**src/rtl/sram_pkg.sv**
```systemverilog
// Shared types and default widths for the SRAM command queue front-end.
package sram_pkg;

    localparam int ADDR_W           = 15;
    localparam int DATA_W           = 16;
    localparam int CMDQ_DEPTH       = 4;
    localparam int CMDQ_ACK_TIMEOUT = 4;

    typedef struct packed {
        logic              we;
        logic [ADDR_W-1:0] addr;
        logic [DATA_W-1:0] wdata;
    } sram_cmd_t;

    typedef enum logic [1:0] {
        IDLE      = 2'd0,
        ISSUE     = 2'd1,
        WAIT_ACK  = 2'd2,
        WAIT_DONE = 2'd3
    } cmdq_state_t;

endpackage

```
**src/rtl/sram_cmd_fifo.sv**
```systemverilog
// Synchronous FIFO of SRAM commands; push is refused when full even if a pop
// happens in the same cycle. Head entry is visible combinationally.
module sram_cmd_fifo
    import sram_pkg::*;
#(
    parameter int DEPTH = 4,
    parameter int CNT_W = $clog2(DEPTH) + 1
) (
    input  logic             clk,
    input  logic             rst,
    input  logic             i_push,
    input  sram_cmd_t        i_data,
    input  logic             i_pop,
    output sram_cmd_t        o_head,
    output logic             o_full,
    output logic             o_empty,
    output logic [CNT_W-1:0] o_count
);
    localparam int PTR_W = $clog2(DEPTH);

    sram_cmd_t        r_mem [DEPTH];
    logic [PTR_W-1:0] r_wr_ptr;
    logic [PTR_W-1:0] r_rd_ptr;
    logic [CNT_W-1:0] r_count;
    logic             w_do_push;
    logic             w_do_pop;

    assign o_full    = (r_count == CNT_W'(DEPTH));
    assign o_empty   = (r_count == '0);
    assign o_count   = r_count;
    assign o_head    = r_mem[r_rd_ptr];
    assign w_do_push = i_push && !o_full;
    assign w_do_pop  = i_pop && !o_empty;

    // Pointers are PTR_W bits wide, so they wrap modulo DEPTH on their own.
    always_ff @(posedge clk) begin
        if (rst) begin
            r_wr_ptr <= '0;
            r_rd_ptr <= '0;
            r_count  <= '0;
        end else begin
            if (w_do_push) r_wr_ptr <= r_wr_ptr + 1'b1;
            if (w_do_pop)  r_rd_ptr <= r_rd_ptr + 1'b1;
            case ({w_do_push, w_do_pop})
                2'b10:   r_count <= r_count + 1'b1;
                2'b01:   r_count <= r_count - 1'b1;
                default: r_count <= r_count;
            endcase
        end
    end

    always_ff @(posedge clk) begin
        if (w_do_push) r_mem[r_wr_ptr] <= i_data;
    end

endmodule

```
**src/rtl/sram_cmd_queue.sv**
```systemverilog
// CPU-side command queue for the SRAM controller: buffers commands, replays them as
// single-cycle req pulses, and returns read data through a one-entry response slot.
module sram_cmd_queue
    import sram_pkg::*;
#(
    parameter int DEPTH       = CMDQ_DEPTH,
    parameter int ACK_TIMEOUT = CMDQ_ACK_TIMEOUT
) (
    input  logic                   clk,
    input  logic                   rst,
    input  logic                   cmd_valid,
    output logic                   cmd_ready,
    input  logic                   cmd_we,
    input  logic [ADDR_W-1:0]      cmd_addr,
    input  logic [DATA_W-1:0]      cmd_wdata,
    output logic                   rsp_valid,
    input  logic                   rsp_ready,
    output logic [DATA_W-1:0]      rsp_data,
    output logic                   ctrl_read_req,
    output logic                   ctrl_write_req,
    output logic [ADDR_W-1:0]      ctrl_address,
    output logic [DATA_W-1:0]      ctrl_write_data,
    input  logic [DATA_W-1:0]      ctrl_read_data,
    input  logic                   ctrl_ready,
    output logic [$clog2(DEPTH):0] q_count,
    output logic                   ack_err,
    output logic [1:0]             dbg_state
);
    localparam int TMR_W = $clog2(ACK_TIMEOUT + 1);

    // Handshakes: a command transfers on a rising edge where cmd_valid && cmd_ready;
    // a response transfers on a rising edge where rsp_valid && rsp_ready, and
    // rsp_valid/rsp_data are held unchanged until that edge.

    cmdq_state_t       r_state;
    logic              r_read_req;
    logic              r_write_req;
    logic [ADDR_W-1:0] r_addr;
    logic [DATA_W-1:0] r_wdata;
    logic              r_is_write;
    logic [TMR_W-1:0]  r_timer;
    logic              r_rsp_valid;
    logic [DATA_W-1:0] r_rsp_data;
    logic              r_ack_err;

    sram_cmd_t         w_cmd;
    sram_cmd_t         w_head;
    logic              w_full;
    logic              w_empty;
    logic              w_issue;

    assign w_cmd.we    = cmd_we;
    assign w_cmd.addr  = cmd_addr;
    assign w_cmd.wdata = cmd_wdata;

    sram_cmd_fifo #(.DEPTH(DEPTH)) u_fifo (
        .clk     (clk),
        .rst     (rst),
        .i_push  (cmd_valid),
        .i_data  (w_cmd),
        .i_pop   (w_issue),
        .o_head  (w_head),
        .o_full  (w_full),
        .o_empty (w_empty),
        .o_count (q_count)
    );

    // Reads wait while the response slot is occupied; writes never need it.
    assign w_issue = (r_state == IDLE) && !w_empty && ctrl_ready
                     && (w_head.we || !r_rsp_valid);

    always_ff @(posedge clk) begin
        if (rst) begin
            r_state     <= IDLE;
            r_read_req  <= 1'b0;
            r_write_req <= 1'b0;
            r_addr      <= '0;
            r_wdata     <= '0;
            r_is_write  <= 1'b0;
            r_timer     <= '0;
            r_rsp_valid <= 1'b0;
            r_rsp_data  <= '0;
            r_ack_err   <= 1'b0;
        end else begin
            if (r_rsp_valid && rsp_ready) r_rsp_valid <= 1'b0;
            case (r_state)
                IDLE: begin
                    if (w_issue) begin
                        r_addr      <= w_head.addr;
                        r_wdata     <= w_head.wdata;
                        r_is_write  <= w_head.we;
                        r_write_req <= w_head.we;
                        r_read_req  <= !w_head.we;
                        r_state     <= ISSUE;
                    end
                end
                ISSUE: begin
                    r_write_req <= 1'b0;
                    r_read_req  <= 1'b0;
                    r_timer     <= '0;
                    r_state     <= WAIT_ACK;
                end
                WAIT_ACK: begin
                    // A controller that never goes busy loses the command and flags it.
                    if (!ctrl_ready) begin
                        r_state <= WAIT_DONE;
                    end else if (r_timer == TMR_W'(ACK_TIMEOUT - 1)) begin
                        r_ack_err <= 1'b1;
                        r_state   <= IDLE;
                    end else begin
                        r_timer <= r_timer + 1'b1;
                    end
                end
                WAIT_DONE: begin
                    if (ctrl_ready) begin
                        if (!r_is_write) begin
                            r_rsp_valid <= 1'b1;
                            r_rsp_data  <= ctrl_read_data;
                        end
                        r_state <= IDLE;
                    end
                end
                default: r_state <= IDLE;
            endcase
        end
    end

    assign cmd_ready       = !w_full;
    assign rsp_valid       = r_rsp_valid;
    assign rsp_data        = r_rsp_data;
    assign ctrl_read_req   = r_read_req;
    assign ctrl_write_req  = r_write_req;
    assign ctrl_address    = r_addr;
    assign ctrl_write_data = r_wdata;
    assign ack_err         = r_ack_err;
    assign dbg_state       = r_state;

endmodule
```
**config.mk**
```make
export PLATFORM = sky130hd
export DESIGN_NAME = sram_cmd_queue
export DESIGN_NICKNAME = d
export VERILOG_FILES = /design/src/rtl/sram_pkg.sv /design/src/rtl/sram_cmd_fifo.sv /design/src/rtl/sram_cmd_queue.sv
export SDC_FILE = /design/constraint.sdc
export NUM_CORES = 1
export LEC_CHECK = 0
export ABC_AREA = 1
export CORE_UTILIZATION = 47
export DETAILED_ROUTE_END_ITERATION = 8
export GPL_TIMING_DRIVEN = 0
export MAX_ROUTING_LAYER = met4
export PLACE_DENSITY = 0.71
export SLEW_MARGIN = 25
export SYNTH_ARGS = -nofsm -noshare
export SYNTH_HDL_FRONTEND = slang
export SYNTH_HIERARCHICAL = 1
export SYNTH_SLANG_ARGS = --single-unit
```
**constraint.sdc**
```tcl
create_clock -name clk -period 5.2 [get_ports clk]
set_input_delay 1.04 -clock clk [delete_from_list [all_inputs] [get_ports clk]]
set_output_delay 1.04 -clock clk [all_outputs]
set_load 0.05 [all_outputs]
```
==> summary.txt, run 1 <==
Run status
  • Status: finished, final reports clean

Timing
  • Max-slew violation count: 0
  • RSZ-0062 raised after global routing: no
  • Slew HR: 51.4%
  • Post-layout min period: 3.20 ns
  • Setup TNS: 0 ns
  • Fin Hold WS: 0.479 ns
  • Worst-margin pin slew: 0.728 ns
  • Final worst-path cycle share: 61.6%
  • Final setup viols: 0
  • Max Freq: 312 MHz
  • Final Hold Fails: 0
  • Skew final: 0.00778 ns

Finish
  • Multi-input gate area: 0.00189 mm^2
  • Area Overhead vs Synth: 28.3%
  • Core Util, Final: 62.1%
  • Share of post-route cells with drive strength above 1: about a tenth
  • Filler cell count: approximately 1200
  • Antenna diode instance count: 0
  • Design area: 0.00952 mm^2
  • Fin cells: 1005
  • FF/Latch Area: between 0.005 and 0.006 mm^2
  • Most frequent cells in the layout: 173 x nor2_1, 128 x edfxtp_1, 109 x clkdlybuf4s50_1, 85 x o21ai_0, 66 x dfxtp_1
  • Final #Nets: 842
  • Most common cell after layout, fill and taps aside: nor2_1

Synthesis
  • Syn avg cell area: 11.4 um^2
  • Warnings from Yosys: 6
  • Post-synth top area cell: edfxtp_1
  • Dominant cells by area after synthesis: edfxtp_1 52%, dfxtp_1 18%, nor2_1 9.0%
  • Gate Count Post-Synth: around 650
  • Netlist cell types: 31
  • Syn_nets: 710
  • Sequential area share after synthesis: 69.6%
  • Mapped Area: 0.00742 mm^2
  • Top-area cell type share of the netlist area: just over 50%
  • Synth Register Bits: just under 200

Detailed routing
  • Drt initial violations: 431
  • Via density: 5.28
  • Final WL: between 15000 and 20000 um
  • Avg WL per Cell: roughly 17 um
  • DRC: 0
  • Via count: between 5000 and 6000
  • Total iterations of the first detailed-routing run: 7
  • Post-route ant nets: 0

Place
  • Dpl hpwl: 11300 um
  • GPL Wtd Cong: approximately 0.78
  • # port buffers: around 110
  • Placed Area: 0.00891 mm^2
  • Number of cells after detailed placement: 973

Clocking
  • Clock latency on the worst-skew pair: 0.43 ns
  • # hold bufs at CTS: 0
  • H-tree Lvls: 4
  • Max clock buf depth: 2
  • Post-CTS setup buffers: 0
  • Clock root buffer: clkbuf_16
  • TritonCTS buffer count: 17
  • Reg clk slew, reported paths: approximately 0.070 ns
  • Post-cts sizing count: 0
  • CTS tree: built
  • CTS sink count: 194

Setup path
  • Worst reg2reg path depth: 21
  • Worst-path cell chain: clkdlybuf4s50_1, inv_2, nor2_8, nand3_4, inv_6, buf_8, nand2_1, inv_1, ha_1, inv_1, fa_1, inv_1, nand2_1, nand3_1, nand2_1, nand2_1, nor2_1
  • CP max stage cell: clkdlybuf4s50_1
  • Worst Setup End Kind: register
  • Slowest stage delay, CP: ~0.54 ns
  • Critical Path Start Type: primary input
  • Reg2Reg Capture Point: u_fifo/o_count[2]
  • CP most frequent cell: nand2_1
  • Worst endpoint data arrival time: 3.53 ns
  • Critical-path maximum fanout: 12
  • Worst reg-to-reg setup slack: just over 2 ns
  • Critical path required time: 5.53 ns
  • Worst setup path category: primary input to register

GRT
  • First-pass GRT wire length: 26600 um
  • Largest net degree at the start of global routing: 19
  • Vias in the first global route: 5375
  • Remaining global-route overflow: 0
  • Tot GR Track Use: a little under a quarter
  • Number of antenna violations at the first check in global routing: 0

Die
  • Die Y: roughly 130 um
  • Die X-Extent: 128 um
  • Starting Density: between 40% and 50%
  • Core area: 0.0153 mm^2
  • Io pins: 110
  • Die area: 0.0163 mm^2
  • FP Rows: 45

Hold path
  • Hold crit path type: register to register
  • Hold Crit Start: ack_err
  • WHS Path Cells: 2
  • Hold Crit Endpoint: ack_err

Power
  • Pwr Density: 500 mW/mm^2
  • Maximum vdd drop: roughly 0.00041 V
  • Leakage: about 3.4 nW

Flow run
  • Max_cap viols: 0
## cells by family (layout without fill, tap and decap cells)
| group | after synthesis | after routing | synth area share (%) |
|---|---|---|---|
| AOI/OAI and AO/OA | 159 | 159 | 11.3 |
| buffers and inverters | 63 | 208 | 5.25 |
| and+or+nand+nor | 225 | 225 | 12.4 |
| adders and majority gates | 8 | 8 | 1.45 |
| DFF | 194 | 194 | 69.6 |
## critical path: cells and delay by family
family                     cells  cell delay [ns]
buffers and inverters          7             1.22
adders and majority gates      2             0.59
and+or+nand+nor                8             0.67
## sequential cells by signal, summed over array words and instances, names as in the netlist, named ones only
| name | flops |
|---|---|
| ctrl_read_req | 1 |
| ctrl_write_req | 1 |
| ctrl_address | 15 |
| rsp_valid | 1 |
| r_timer | 3 |
| ack_err | 1 |
| rsp_data | 16 |
| u_fifo/r_wr_ptr | 2 |
| dbg_state | 2 |
| r_is_write | 1 |
| u_fifo/r_mem | 128 |
| u_fifo/o_count | 3 |
| u_fifo/r_rd_ptr | 2 |
| ctrl_write_data | 16 |
## metrics by stage
stage	total power, mW	worst slack, ns
CTS	4.77	2.03
floorplan	2.95	2.31
detailed placement	3.46	1.61
global route	4.96	1.88
global placement	3.41	0.544
finish	4.76	2.00
## worst max path at each step
stage	endpoint	cells past startpoint	start
2_1_floorplan	u_fifo/r_mem[0][0]	2	cmd_valid
3_3_place_gp	u_fifo/r_mem[3][6]	3	cmd_valid
3_5_place_dp	u_fifo/o_count[2]	17	ctrl_ready
4_1_cts	u_fifo/o_count[2]	17	ctrl_ready
5_1_grt	u_fifo/o_count[2]	17	ctrl_ready
6_report	u_fifo/o_count[2]	17	ctrl_ready
## where the power goes
part / total (mW) / switching, mW / internal [mW] / leakage, nW
logic: 1.50 / 0.991 / 0.509 / 1.40
registers: 1.93 / 0.0926 / 1.84 / 1.71
clock network: 1.32 / 0.551 / 0.772 / 0.288
total: 4.76 / 1.63 / 3.12 / 3.40
## per-layer routing
| metal | wire length [um] | global-route usage, % | up-vias |
|---|---|---|---|
| li1 | - | - | 2518 |
| met1 | 7030 | 25.6 | 2555 |
| met2 | 8650 | 38.1 | 207 |
| met3 | 1050 | 4.61 | 31 |
| met4 | 367 | 10.9 | 0 |
| met5 | 0 | - | - |
## cells in the mapped netlist, drive strengths merged
library cell / instances
a21oi: 12
a31oi: 1
buf: 25
clkbuf: 7
dfxtp: 66
edfxtp: 128
fa: 1
ha: 7
inv: 31
nand2: 32
nand3: 10
nand3b: 1
nand4: 1
nor2: 181
o21ai: 113
o21bai: 1
o22ai: 32
## final cells by class
| class | instances | share of cell area (%) |
|---|---|---|
| inverter | 31 | 1.35 |
| timing repair buffer | 113 | 12.6 |
| clock buffer | 20 | 4.69 |
| buffer | 32 | 2.74 |
| clock inverter | 12 | 1.63 |
| sequential | 194 | 54.3 |
| multi-input combinational | 392 | 19.9 |
| tap | 211 | 2.77 |
No activity file was read; power rests on OpenSTA's default activity.
==> run 2: changes to the inputs <==
Settings changed: PLACE_DENSITY 0.71 to 0.74.
Clock period 5.2 ns to 2.7 ns, I/O delays scaled along.
==> run 2 against run 1 <==
Against the previous run: count of clock-buffer cells in the layout unchanged; via count increased by 2.2%; routed wire length increased by 3.7%; register-to-register slack got worse by 1.8 ns; total power increased by 96%; sequential cell count unchanged; setup slack got worse by 1.8 ns; first-iteration DRC count increased by 25%; non-clock buffer count increased by 11; sequential share of layout area decreased by 0.77 points; global-route usage increased by 0.69 points; critical endpoint unchanged.
==> summary.txt, run 2 (synthesis results as in run 1) <==
Die
  • FP Rows: between 40 and 50
  • Die X-Extent: 128 um
  • Core area: 0.0153 mm^2
  • Io pins: 110
  • Starting Density: between 40% and 50%
  • Die Y: 128 um
  • Die area: 0.0163 mm^2

Place
  • Dpl hpwl: 11500 um
  • Number of cells after detailed placement: 974
  • GPL Wtd Cong: 0.799
  • Placed Area: 0.00893 mm^2
  • # port buffers: 109

Setup path
  • Critical Path Start Type: register
  • Critical-path maximum fanout: 10
  • Critical path required time: roughly 3.0 ns
  • Worst Setup End Kind: register
  • Worst endpoint data arrival time: 2.85 ns
  • Worst setup path category: register to register

Power
  • Maximum vdd drop: approximately 0.00075 V
  • Final Power: 9.33 mW
  • Pwr Density: 966 mW/mm^2
  • Leakage: approximately 3.5 nW

Clocking
  • Clock latency on the worst-skew pair: 0.43 ns
  • Reg clk slew, reported paths: 0.07 ns
  • CTS sink count: 194
  • Max clock buf depth: 2
  • Clock root buffer: clkbuf_16
  • H-tree Lvls: 4
  • TritonCTS buffer count: 17
  • CTS tree: built

Timing
  • Max Freq: 397 MHz
  • Post-layout min period: between 2 and 3 ns
  • Skew final: 0.00799 ns
  • Slew HR: about 54%
  • Worst-margin pin slew: 0.686 ns
  • Max-slew violation count: 0
  • Final Hold Fails: 0
  • Final setup viols: 0
  • Final worst-path cycle share: 93.3%

Finish
  • Antenna diode instance count: 0
  • Final #Nets: around 850
  • Fin cells: 1016
  • Max FFs per register: 128
  • Design area: 0.00966 mm^2
  • Share of post-route cells with drive strength above 1: 12.5%
  • Most common cell after layout, fill and taps aside: nor2_1
  • Area Overhead vs Synth: 30.2%
  • Top reg by flops: u_fifo/r_mem
  • Most frequent cells in the layout: 173 x nor2_1, 128 x edfxtp_1, 109 x clkdlybuf4s50_1, 85 x o21ai_0, 65 x dfxtp_1

GRT
  • Remaining global-route overflow: 0
  • Largest net degree at the start of global routing: 20
  • Vias in the first global route: 5492
  • Number of antenna violations at the first check in global routing: 0
  • First-pass GRT wire length: 27300 um
  • Tot GR Track Use: 23.2%

Detailed routing
  • Post-route ant nets: 0
  • DRC: 0
  • Via count: approximately 5400
  • Via density: 5.34
  • Avg WL per Cell: 17.4 um
  • Drt initial violations: 540
  • Total iterations of the first detailed-routing run: 5
  • Final WL: 17700 um

Flow run
  • Max_cap viols: 0

Hold path
  • Hold crit path type: register to register
  • Hold Crit Start: ctrl_address[0]

Run status
  • Status: finished, final reports clean
## run 2: cell count changes in the layout (fill, tap and decap cells not counted), moves of 2 or more
cell	change
inv_1	-3
inv_6	-3
nand2_2	+2
clkinv_8	+2
inv_2	+3
clkinv_4	+3
nand2_1	-3
buf_4	+11
## run 2: per-stage QoR
step           hold slack (ns)  worst slack (ns)  util (%)  setup TNS (ns)
2_1_floorplan            0.449           -0.0560         -           -7.16
3_3_place_gp             0.456             -1.43      57.3         -173.02
4_1_cts                  0.492           0.00265      62.6               0
5_1_grt                  0.511          -0.00723      63.0        -0.00723
3_5_place_dp             0.475            -0.400      58.3          -0.587
6_report                 0.486             0.181      63.0               0
## run 2: metal layers
metal / global-route usage (%) / share of wire, % / up-vias / routed length (um)
li1: - / - / 2544 / -
met1: 27.0 / 39 / 2576 / 6970
met2: 39.0 / 51 / 279 / 9000
met3: 5.36 / 8.2 / 31 / 1450
met4: 9.20 / 1.7 / 0 / 301
met5: - / 0 / - / 0
## run 2: repair_timing
| item | CTS | global route |
|---|---|---|
| gates resized for setup | 5 | 10 |
| pin swaps | 2 | 2 |
| hold endpoints to repair | 0 | 0 |
| hold buffers | 0 | 0 |
| buffers inserted | 4 | 7 |
| endpoints found under the setup margin | 2 | 2 |
| gates cloned | 0 | 0 |
## run 2: path summary, 6_finish.rpt
path | endpoint | slack [ns] | depth (start not counted)
hold / removal | ctrl_address[0] | 0.49 | 2
hold reg to reg | ctrl_address[0] | 0.49 | 2
setup / recovery | u_fifo/o_count[2] | 0.18 | 20
setup reg to reg | u_fifo/o_count[2] | 0.18 | 20
## run 2: power by group
group / internal, mW / leakage (nW) / total [mW] / switching (mW)
logic: 1.06 / 1.47 / 3.02 / 1.96
registers: 3.55 / 1.71 / 3.73 / 0.186
clock network: 1.51 / 0.290 / 2.58 / 1.07
## run 2: cell type report
| class | instances | area (um^2) |
|---|---|---|
| fillers | 1177 | 5660 |
| flip-flops and latches | 194 | 5170 |
| multi-input cells | 392 | 1920 |
| repair buffers | 125 | 1300 |
| clock buffers | 20 | 457 |
| well taps | 211 | 264 |
| plain buffers | 31 | 249 |
| clock inverters | 12 | 156 |
| inverters | 31 | 141 |
## run 2: critical path, cell delays in order, from the launching register on
cell and delay, ns:
dfxtp_2 0.34, buf_6 0.14, clkinv_8 0.08, buf_8 0.10, nor2_1 0.04, o22ai_2 0.24, inv_2 0.09, nand2_4 0.09
nand3_4 0.12, clkinv_8 0.09, nand2_2 0.07, inv_2 0.07, ha_2 0.18, inv_2 0.05, fa_2 0.37, inv_1 0.07
nand2_1 0.04, nand3_1 0.09, nand2_1 0.06, nand2_1 0.05, nor2_1 0.04
==> run 3: changes to the inputs <==
Settings changed: SETUP_SLACK_MARGIN set to 0.5.
==> run 3 against run 2 <==
Against the previous run: via count down 0.68%; worst hold slack got worse by 0.0089 ns; routed wire length decreased by 1.2%; highest routed layer unchanged.
==> summary.txt, run 3 (synthesis results as in run 1) <==
Detailed routing
  • Via count: 5393
  • Met1 Wirelength: 7450 um
  • Met3 Wirelength: between 1000 and 1500 um
  • Total iterations of the first detailed-routing run: 5
  • Final WL: 17500 um
  • Max Used Layer: met4
  • Routed met2 length: 8680 um
  • Drt initial violations: roughly 450
  • DRC: 0
  • Via density: 5.22
  • Avg WL per Cell: 17.0 um
  • Post-route ant nets: 0

Finish
  • Core Util, Final: 63.6%
  • Design area: 0.00974 mm^2
  • Final #Nets: 869
  • Max FFs per register: ~130
  • Share of post-route cells with drive strength above 1: 15.0%
  • Most common cell after layout, fill and taps aside: nor2_1
  • Fin cells: 1033
  • Top reg by flops: u_fifo/r_mem
  • Most frequent cells in the layout: 171 x nor2_1, 128 x edfxtp_1, 105 x clkdlybuf4s50_1, 83 x o21ai_0, 61 x dfxtp_1
  • Area Overhead vs Synth: 31.3%

Setup path
  • Worst reg-to-reg setup slack: 0.28 ns
  • Reg2Reg Capture Point: u_fifo/o_count[2]
  • Worst reg2reg path depth: 19
  • Worst Setup End Kind: register
  • Worst endpoint data arrival time: 2.74 ns
  • Critical-path maximum fanout: 6
  • Worst setup path category: register to register
  • End of the critical path: u_fifo/o_count[2]
  • Critical path required time: 3.02 ns
  • Critical Path Start Type: register

Die
  • Io pins: 110
  • FP Rows: between 40 and 50
  • Die X-Extent: 128 um
  • Die Y: 128 um
  • Die area: 0.0163 mm^2
  • Starting Density: 48.4%
  • Core area: roughly 0.015 mm^2

Place
  • Placed Area: 0.00894 mm^2
  • GPL Wtd Cong: 0.832
  • Number of cells after detailed placement: 973
  • # port buffers: 109
  • Pre-CTS setup slack: -0.169 ns
  • Dpl hpwl: 11200 um

GRT
  • Tot GR Track Use: 22.8%
  • Remaining global-route overflow: 0
  • First-pass GRT wire length: 27000 um
  • Number of antenna violations at the first check in global routing: 1
  • Vias in the first global route: 5362
  • Largest net degree at the start of global routing: 19

Power
  • Final Power: 9.13 mW
  • Maximum vdd drop: between 0.0006 and 0.0007 V
  • Pwr Density: 937 mW/mm^2
  • Leakage: 3.54 nW

Hold path
  • Hold crit path type: register to register
  • WHS Path Cells: 2

Timing
  • Worst-margin pin slew: 0.644 ns
  • Final worst-path cycle share: 89.6%
  • Slew HR: 57.0%
  • Final Hold Fails: 0
  • Worst setup margin: 0.281 ns
  • Max-slew violation count: 0
  • Post-layout min period: between 2 and 2.5 ns
  • Fin Hold WS: between 0.4 and 0.5 ns
  • Final setup viols: 0
  • Skew final: 0.00731 ns
  • Max Freq: 413 MHz
  • RSZ-0062 raised after global routing: yes
  • Setup TNS: 0 ns

Clocking
  • TritonCTS buffer count: 17
  • CTS sink count: slightly below 200
  • Reg clk slew, reported paths: 0.07 ns
  • CTS tree: built
  • Max clock buf depth: 2
  • H-tree Lvls: 4
  • Clock latency on the worst-skew pair: approximately 0.43 ns
  • Clock root buffer: clkbuf_16

Flow run
  • Max_cap viols: 0

Run status
  • Status: finished, final reports clean
[run 3: worst min-delay path by stage]
| stage | start | to |
|---|---|---|
| 2_1_floorplan | r_is_write | r_is_write |
| 3_3_place_gp | ack_err | ack_err |
| 3_5_place_dp | ack_err | ack_err |
| 4_1_cts | r_is_write | r_is_write |
| 5_1_grt | r_is_write | r_is_write |
| 6_report | r_is_write | r_is_write |
[run 3: per-layer routing]
| layer | up-vias | global-route usage, % |
|---|---|---|
| met5 | - | - |
| met4 | 0 | 8.86 |
| met3 | 20 | 4.98 |
| met2 | 205 | 38.8 |
| met1 | 2591 | 26.4 |
| li1 | 2577 | - |
[run 3: timing repair]
action                     in CTS  in global routing
pin swaps                       3                  4
gates cloned                    0                  0
gates resized for setup        16                 12
setup endpoints to repair      15                  4
hold buffers                    0                  0
buffers inserted               22                  5
[run 3: power by group]
part | total, mW | internal, mW | switching (mW)
registers | 3.74 | 3.55 | 0.187
clock network | 2.24 | 1.18 | 1.06
logic | 3.15 | 1.16 | 1.99
[run 3: critical path: stages, from the launching register on]
cell and delay, ns:
dfxtp_2 0.34, buf_6 0.14, inv_8 0.06, buf_8 0.09, nor2_4 0.03, o22ai_4 0.19, inv_2 0.08, nand2_4 0.08
nand3_4 0.09, clkinv_4 0.07, buf_8 0.09, nand2_4 0.05, inv_4 0.06, ha_4 0.13, inv_2 0.04, fa_2 0.37
nand2_1 0.10, nand3_2 0.09, nor2_1 0.13, nor2_1 0.06
[run 3: final cells by class]
type                       instances  area [um^2]
clock inverter                    11         81.3
antenna                            1         2.50
clock buffer                      21          440
timing repair buffer             140         1430
buffer                            32          268
multi-input combinational        392         1960
sequential                       194         5170
inverter                          31          131
tap                              211          264
fill                            1172         5570
